$ cat src/rtl/ifu_fetch.sv
// ifu_fetch -- instruction fetch unit front end.
//
// Issues fetch requests on a req/gnt/rvalid instruction bus, buffers the
// in-order read responses in a 2-entry {addr, data} FIFO and presents the
// FIFO head to the decode stage. A redirect from ctrl flushes the FIFO and
// restarts fetching at the (word-aligned) jump target. Responses belonging
// to requests issued before the redirect are drained and discarded.
//
// Configuration macro:
//   IFU_PREFETCH_EN  defined   -> up to 2 requests outstanding (pipelined)
//                    undefined -> 1 request outstanding at a time
//
// Ports:
//   clk, rst_n          clock (rising edge) and asynchronous active-low reset
//   jump_addr_i/_en_i   redirect target and redirect/flush request
//   hold_flag_i         pipeline stall; the head instruction is not consumed
//   ibus_req_o/addr_o   fetch request and fetch address (the PC register)
//   ibus_gnt_i          request accepted when req and gnt are both high
//   ibus_rvalid_i/rdata response valid and read data, in request order
//   inst_o/inst_addr_o  instruction and its PC for decode
//   inst_valid_o        inst_o holds a fetched instruction
module ifu_fetch #(
    parameter logic [31:0] RESET_PC = 32'h0000_0000,
    parameter logic [31:0] NOP_INST = 32'h0000_0013
) (
    input  logic        clk,
    input  logic        rst_n,
    input  logic [31:0] jump_addr_i,
    input  logic        jump_en_i,
    input  logic        hold_flag_i,
    output logic        ibus_req_o,
    output logic [31:0] ibus_addr_o,
    input  logic        ibus_gnt_i,
    input  logic        ibus_rvalid_i,
    input  logic [31:0] ibus_rdata_i,
    output logic [31:0] inst_o,
    output logic [31:0] inst_addr_o,
    output logic        inst_valid_o
);

`ifdef IFU_PREFETCH_EN
    localparam logic [1:0] MAX_OUT = 2'd2;
`else
    localparam logic [1:0] MAX_OUT = 2'd1;
`endif

    typedef enum logic {
        S_RUN   = 1'b0,
        S_DRAIN = 1'b1
    } state_t;

    state_t      r_state;
    state_t      w_state_next;
    logic [31:0] r_pc;
    logic [31:0] w_pc_next;
    logic        r_req;
    logic        w_req_next;
    logic [1:0]  r_out;
    logic [1:0]  w_out_next;
    logic [1:0]  r_cnt;
    logic [1:0]  w_cnt_next;
    logic [2:0]  w_reserved_next;
    logic        r_gptr;
    logic        r_wptr;
    logic        r_rptr;
    logic [31:0] r_fifo_addr [2];
    logic [31:0] r_fifo_data [2];
    logic [31:0] r_last_addr;
    logic        w_grant;
    logic        w_rsp;
    logic        w_push;
    logic        w_pop;
    logic        w_valid;

    always_comb begin
        w_grant = r_req & ibus_gnt_i;
        // A response with nothing outstanding is stale (e.g. from before reset).
        w_rsp   = ibus_rvalid_i & (r_out != 2'd0);
        w_valid = (r_cnt != 2'd0);
        // Responses are only kept in RUN; in DRAIN or on a redirect they are dropped.
        w_push  = w_rsp & (r_state == S_RUN) & ~jump_en_i;
        w_pop   = w_valid & ~hold_flag_i & ~jump_en_i;

        w_out_next = r_out;
        if (w_grant & ~w_rsp) begin
            w_out_next = r_out + 2'd1;
        end else if (~w_grant & w_rsp) begin
            w_out_next = r_out - 2'd1;
        end

        w_cnt_next = r_cnt;
        if (jump_en_i) begin
            w_cnt_next = 2'd0;
        end else if (w_push & ~w_pop) begin
            w_cnt_next = r_cnt + 2'd1;
        end else if (~w_push & w_pop) begin
            w_cnt_next = r_cnt - 2'd1;
        end

        w_pc_next = r_pc;
        if (jump_en_i) begin
            w_pc_next = {jump_addr_i[31:2], 2'b00};
        end else if (w_grant) begin
            w_pc_next = r_pc + 32'd4;
        end

        w_state_next = r_state;
        case (r_state)
            S_RUN: begin
                // A grant in the redirect cycle counts as outstanding too.
                if (jump_en_i && (w_out_next != 2'd0)) begin
                    w_state_next = S_DRAIN;
                end
            end
            S_DRAIN: begin
                if (!jump_en_i && (w_out_next == 2'd0)) begin
                    w_state_next = S_RUN;
                end
            end
            default: w_state_next = S_RUN;
        endcase

        // Request is registered and computed from next-cycle occupancy, so it
        // can only rise while waiting for a grant, never fall (except on jump).
        w_reserved_next = {1'b0, w_cnt_next} + {1'b0, w_out_next};
        w_req_next = (w_state_next == S_RUN) & ~jump_en_i &
                     (w_reserved_next < 3'd2) & (w_out_next < MAX_OUT);
    end

    always_ff @(posedge clk or negedge rst_n) begin
        if (!rst_n) begin
            r_state     <= S_RUN;
            r_pc        <= RESET_PC;
            r_req       <= 1'b0;
            r_out       <= 2'd0;
            r_cnt       <= 2'd0;
            r_gptr      <= 1'b0;
            r_wptr      <= 1'b0;
            r_rptr      <= 1'b0;
            r_last_addr <= RESET_PC;
        end else begin
            r_state <= w_state_next;
            r_pc    <= w_pc_next;
            r_req   <= w_req_next;
            r_out   <= w_out_next;
            r_cnt   <= w_cnt_next;
            if (jump_en_i) begin
                r_gptr <= 1'b0;
                r_wptr <= 1'b0;
                r_rptr <= 1'b0;
            end else begin
                r_gptr <= r_gptr ^ w_grant;
                r_wptr <= r_wptr ^ w_push;
                r_rptr <= r_rptr ^ w_pop;
            end
            if (w_valid) begin
                r_last_addr <= r_fifo_addr[r_rptr];
            end
        end
    end

    // The address half of an entry is reserved at grant, the data half is
    // filled when the matching response arrives.
    always_ff @(posedge clk) begin
        if (w_grant & ~jump_en_i) begin
            r_fifo_addr[r_gptr] <= r_pc;
        end
        if (w_push) begin
            r_fifo_data[r_wptr] <= ibus_rdata_i;
        end
    end

    assign ibus_req_o   = r_req;
    assign ibus_addr_o  = r_pc;
    assign inst_valid_o = w_valid;
    assign inst_o       = w_valid ? r_fifo_data[r_rptr] : NOP_INST;
    assign inst_addr_o  = w_valid ? r_fifo_addr[r_rptr] : r_last_addr;

endmodule

$ cat config.mk
export PLATFORM = sky130hd
export DESIGN_NAME = ifu_fetch
export DESIGN_NICKNAME = d
export VERILOG_FILES = /design/src/rtl/ifu_fetch.sv
export SDC_FILE = /design/constraint.sdc
export NUM_CORES = 1
export LEC_CHECK = 0
export BUFFER_PORTS_ARGS = -buffer_cell sky130_fd_sc_hd__buf_2
export CORE_MARGIN = 4
export CORE_UTILIZATION = 49
export DETAILED_ROUTE_END_ITERATION = 6
export PLACE_DENSITY = 0.87
export SYNTH_ARGS = -nofsm -noshare
export SYNTH_HDL_FRONTEND = slang
export SYNTH_SLANG_ARGS = --single-unit
$ cat constraint.sdc
create_clock -name clk -period 3.5 [get_ports clk]
set_input_delay 0.35 -clock clk [delete_from_list [all_inputs] [get_ports clk]]
set_output_delay 0.35 -clock clk [all_outputs]
set_load 0.02 [all_outputs]
==> results_dict.tcl, run 1 <==
set metrics [dict create \
    status "finished clean" \
    timing.critical_path.from_type "flip-flop" \
    seq_area_frac_synth 0.7034 \
    chipHeight_um 134.3 \
    critPathArrivalTime_ps 3060 \
    post-cts-setup-buffer-count 0 \
    grt_start_max_net_pins 93 \
    rsz0062_at_grt "false" \
    yosys.cell_count.top_type "edfxtp_1" \
    final-hold-violation-count 0 \
    post-synth-top-area-fraction 0.4762 \
    r2r_setup_slack_ps 760 \
    synth.lib_cells_used.distinct 39 \
    core_um2 15430 \
    relSlewSlack 0.4149 \
    detailedRoute.firstPassIterationCount 4 \
    drt-total-wl_mm 15.97 \
    critPathMaxFanout 5 \
    crit_reg_reg_startpoint "r_out[0]" \
    crit_chain "inv_1 -> ha_1 -> nand2b_1 -> nor3_1 -> nor2_1 -> a211oi_1 -> fa_1 -> nor4_1" \
    cts_tree "built" \
    synth.ff_latch_count 195 \
    synth_top_area_cell "edfxtp_1" \
    cts-resized-gates 0 \
    worstRegToRegCells 8 \
    post_synth.cell_area_avg_um2 13.70 \
    max_cap_violations 0 \
    synth_area_leaders "edfxtp_1 48%, dfrtp_1 23%, mux2i_1 8.3%, nand2_1 3.5%, o21ai_0 3.4%" \
    detailed_place_hpwl_mm 10.69 \
    cts-hold-fix-buffers 0 \
    ios 168 \
    syn_inst 571 \
    drcViolationCount 0 \
    min_path_type "input pin to async pin" \
    routed-wl-met3_mm 1.183 \
    post-route-period-util 0.7827 \
    grt_pass1_vias 4964 \
    fin_tns_setup_ps 0 \
    drive_gt1_frac 0.2857 \
    num_rows 45 \
    final_nets 812 \
    n_antenna_cell 0 \
    vdd_drop_max_v 0.0004117 \
    asyncSetResetFlopFracSynth 0.3641 \
    timing.final.max_slew_violations 0 \
    numCtsBuffers 17 \
    cts_htree_levels 4 \
    initial_core_util 0.5069 \
    power.leakage_nw 3.784 \
    io_buffer_count 163 \
    cts.sinks 195 \
    die_w_um 134.3 \
    syn-cell-area_um2 7820 \
    fin_worst_skew_ps 8.823 \
    topRoutingLayerUsed "met5" \
    synth_top_flop_cell "edfxtp_1" \
    setup.worst_path.end_class "flip-flop" \
    met2_length_mm 7.976 \
    remaining_number_of_nets_flagged_by_the_antenna_check_after_routing 0 \
    clk_transition_reported_paths_ps 70 \
    timing.critical_path.slowest_stage_cell "nor3_1" \
    gp_congestion 0.7959 \
    crit_path_max_incr_delay_ps 500 \
    initialDrtViolationCount 286 \
    clk_tree_root_cell "clkbuf_16" \
    max-clock-path-buffers 2 \
    grt_first_pass_wirelength_mm 25.40 \
    number_of_antenna_violations_at_the_first_check_in_global_routing 1 \
    category_of_the_most_critical_setup_path "flip-flop to flip-flop" \
    ys_warns 0 \
    timing.rr.end "ibus_req_o" \
    die_area_um2 18040 \
    report.power.total_mw 7.381 \
    finalSetupViolations 0 \
    netlist_top_cells_count "124 x edfxtp_1, 73 x nand2_1, 71 x dfrtp_1" \
    route.detailed.vias_per_inst 5.225 \
    critPathRequiredTime_ps 3820 \
    detailed_route_wire_length_on_metal_1_mm 6.508 \
    synth_enable_flop_cells 124 \
    finalCriticalPeriod_ps 2739 \
    worst_skew_pair.late_latency_ps 430 \
    via_count 5016 \
    detail_route.wl_per_cell_um 16.63 \
    max_clock_freq_mhz 365.0 \
    layout-area-overhead-vs-synth_pct 21.06 \
    power_density_nw_per_um2 779.7 \
    worst_pin_slew_ps 877.7 \
    residual_overflow_from_global_routing 0 \
    grt_use_total 0.1813 \
]
stage by stage:
step                  util  hold WS (ps)  cells  area [um2]  setup WS, ps
global placement    0.5762         465.8    928        8889         938.1
global route        0.6136         57.59    960        9467         395.7
detailed placement  0.5762         472.2    928        8889         808.6
CTS                 0.6136         15.00    960        9467         772.5
floorplan                -         54.41    572        7824         3.939
finish              0.6136        0.1794    960        9467         760.6
worst max-delay path by stage:
stage	slack, ps	cells past startpoint	end	from
after floorplan	4	3	r_fifo_addr[1][10]	jump_en_i
after global placement	940	8	ibus_req_o	r_out[0]
after detailed placement	810	8	ibus_req_o	r_out[0]
after CTS	770	8	ibus_req_o	r_out[0]
after global routing	400	8	ibus_req_o	r_out[0]
final	760	8	ibus_req_o	r_out[0]
kinds of logic (layout without fill, tap and decap cells):
logic type,count (synthesis),count (layout),synth area share
flops,195,195,0.7034
simple gates,167,167,0.09680
mux,69,69,0.08896
compound gates,61,61,0.04048
buf+inv,37,214,0.02000
xor+xnor,34,34,0.03808
fa+ha+maj,7,7,0.01184
other cells,1,2,0.0004795
per-layer routing:
metal	up-vias	global-route usage
li1	2357	-
met1	2458	0.2293
met2	172	0.3022
met3	27	0.04726
met4	2	0.06844
met5	-	0
flip-flops by register name (all words and copies together) (netlist names), 2 cells and up:
register / cells
ibus_addr_o: 30
r_cnt: 2
r_fifo_addr: 60
r_fifo_data: 64
r_last_addr: 32
r_out: 2
area by class of cell:
| type | count | area (um2) |
|---|---|---|
| sequential | 195 | 5504 |
| tap | 211 | 264.0 |
| clock buffer | 21 | 450.4 |
| inverter | 8 | 30.03 |
| multi-input combinational | 340 | 2190 |
| fill | 1218 | 5961 |
| clock inverter | 11 | 127.6 |
| timing repair buffer | 174 | 900.9 |
critical path: cells and delay by family, from the launching register on:
family,cells,cell delay [ps]
simple gates,4,1050
fa+ha+maj,2,700
compound gates,1,420
flops,1,380
buf+inv,1,70
cells in the final DEF (no fill, tap or decap), types with 12 or more instances in the layout:
cell type | netlist | layout
mux2i_1 | 65 | 65
xor2_1 | 13 | 13
nor2_1 | 48 | 48
clkbuf_16 | 0 | 17
edfxtp_1 | 124 | 124
buf_4 | 2 | 12
o21ai_0 | 53 | 53
buf_2 | 2 | 162
nand2_1 | 73 | 73
xnor2_1 | 21 | 21
dfrtp_1 | 71 | 70
report_power, final:
part / switching (mW) / internal, mW
registers: 0.251 / 2.79
logic: 1.63 / 0.824
clock network: 0.807 / 1.08
total: 2.69 / 4.69
Power figures use the tool's default switching activity.
==> run 2, diff against run 1 <==
clock period = 2.2 ns   (was 3.5 ns; I/O delays follow)
==> run 2 against run 1 <==
  * Non-clock buffer count increased by 74
  * Sequential power increased by 54%
  * Via count increased by 8.1%
  * Critical endpoint unchanged
  * Highest routed layer is now met4
==> results_dict.tcl, run 2 (synthesis gave the netlist of run 1 again) <==
set metrics [dict create \
    final_cell_count_no_fill 1034 \
    fin_worst_skew_ps 7.763 \
    detail_route.wl_per_cell_um 17.63 \
    report.power.total_mw 12.28 \
    io_buffer_count 163 \
    sequential_cell_area_um2 5504 \
    remaining_number_of_nets_flagged_by_the_antenna_check_after_routing 0 \
    worst_skew_pair.late_latency_ps 420 \
    number_of_antenna_violations_at_the_first_check_in_global_routing 0 \
    numCtsBuffers 17 \
    detailedRoute.firstPassIterationCount 5 \
    gp_congestion 0.8465 \
    critPathArrivalTime_ps 2490 \
    initial_core_util 0.5069 \
    max_clock_freq_mhz 463.0 \
    cts_tree "built" \
    relSlewSlack 0.5645 \
    status "finished clean" \
    final.fill_count 1086 \
    drt-total-wl_mm 18.23 \
    critPathMaxFanout 3 \
    residual_overflow_from_global_routing 0 \
    power.leakage_nw 4.163 \
    ios 168 \
    grt_start_max_net_pins 93 \
    grt_first_pass_wirelength_mm 28.28 \
    clk_transition_reported_paths_ps 70 \
    vdd_drop_max_v 0.0006741 \
    n_antenna_cell 0 \
    drcViolationCount 0 \
    post-route-period-util 0.9817 \
    layout-area-overhead-vs-synth_pct 31.98 \
    final_cell_mix "162 x buf_2, 124 x edfxtp_1, 73 x nand2_1, 70 x dfrtp_1, 65 x mux2i_1" \
    leading_registers_by_flop_count "r_fifo_data (64), r_fifo_addr (60), r_last_addr (32)" \
    regMostFlops "r_fifo_data" \
    category_of_the_most_critical_setup_path "flip-flop to flip-flop" \
    num_rows 45 \
    setup.worst_path.end_class "flip-flop" \
    fin_tns_setup_ps 0 \
    die_area_um2 18040 \
    final-hold-violation-count 0 \
    max-clock-path-buffers 2 \
    max_cap_violations 0 \
    drive_gt1_frac 0.3086 \
    cts.sinks 195 \
    grt_pass1_vias 5515 \
    core_um2 15430 \
    initialDrtViolationCount 375 \
    timing.critical_path.from_type "flip-flop" \
    min_path_type "input pin to flip-flop" \
    cts_htree_levels 4 \
    worst_pin_slew_ps 653.3 \
    via_count 5421 \
    finalSetupViolations 0 \
    finalCriticalPeriod_ps 2160 \
    rsz0062_at_grt "true" \
    mostFrequentLayoutCell "buf_2" \
    final_nets 886 \
    clk_tree_root_cell "clkbuf_16" \
    chipHeight_um 134.3 \
    fin_util 0.6690 \
    grt_use_total 0.2013 \
    largest_reg_flops 64 \
    power_density_nw_per_um2 1190 \
    timing.final.max_slew_violations 0 \
    dpl.cell_count 948 \
    die_w_um 134.3 \
    critPathRequiredTime_ps 2530 \
    final.hold.worst_slack_ps 25.25 \
    route.detailed.vias_per_inst 5.243 \
    detailed_place_hpwl_mm 11.09 \
    multi_input_comb_area_um2 2262 \
]
## run 2: cell types whose count changed in the layout (fill, tap and decap cells not counted), moves of 3 or more
cell / previous run / this run
dlygate4sd3_1: 0 / 49
buf_4: 12 / 27
o21ai_0: 53 / 44
o21ai_1: 3 / 12
buf_12: 0 / 6
nor2_1: 48 / 44
clkbuf_1: 3 / 0
nor2_2: 0 / 3
## run 2: power breakdown
part           switching (mW)  leakage, nW  total, mW  internal [mW]
Sequential              0.239         2.00       4.68           4.44
Combinational            2.99         1.89       4.71           1.72
Clock                    1.38        0.278       2.89           1.51
Total                    4.61         4.16       12.3           7.68
## run 2: metal layers
layer  vias up  routed length (um)  GRT usage
met4         0                 259    0.06561
met2       202                9381     0.3436
li1       2520                   -          -
met1      2674                7425     0.2550
met3        25                1161    0.04801
met5         -                   0          0
## run 2: layout make-up
cell class | count | share of cell area
Sequential cell | 195 | 0.5333
Multi-Input combinational cell | 340 | 0.2192
Timing Repair Buffer | 248 | 0.1646
Clock buffer | 18 | 0.04255
Tap cell | 211 | 0.02558
Clock inverter | 14 | 0.01188
Inverter | 8 | 0.002909
## run 2: worst paths after layout
check,from,end,slack [ps],cells past startpoint
worst max-delay path,r_cnt[1],ibus_req_o,40,9
worst min-delay path,jump_addr_i[20],ibus_addr_o[20],30,3
worst max register to register,r_cnt[1],ibus_req_o,40,9
worst min register to register,r_last_addr[0],r_last_addr[0],490,1
max in group asynchronous,rst_n,ibus_addr_o[31],1220,3
min in group asynchronous,rst_n,ibus_addr_o[22],370,2
## run 2: through the flow
step | setup WS (ps) | area, um2
after detailed placement | -69.39 | 9134
after global routing | -87.73 | 10320
final | 40.21 | 10320
after CTS | 1.599 | 10230
after floorplan | -107.1 | 7854
after global placement | 35.68 | 9134
## run 2: critical path, cell delays in order (launching register included)
cell	delay, ps
dfrtp_1	350
inv_1	90
ha_4	200
nor2_4	150
buf_6	130
mux2i_1	200
a211oi_2	90
buf_4	140
fa_1	460
nor4_2	260
## run 2: what timing repair did
item                                    4_1_cts  5_1_grt
endpoints found under the setup margin       66       24
hold buffers                                 49        0
gates resized for setup                       9       18
cloned                                        0        1
endpoints found under the hold margin       124        0
buffers inserted                              0        4
pin swaps                                     3        6
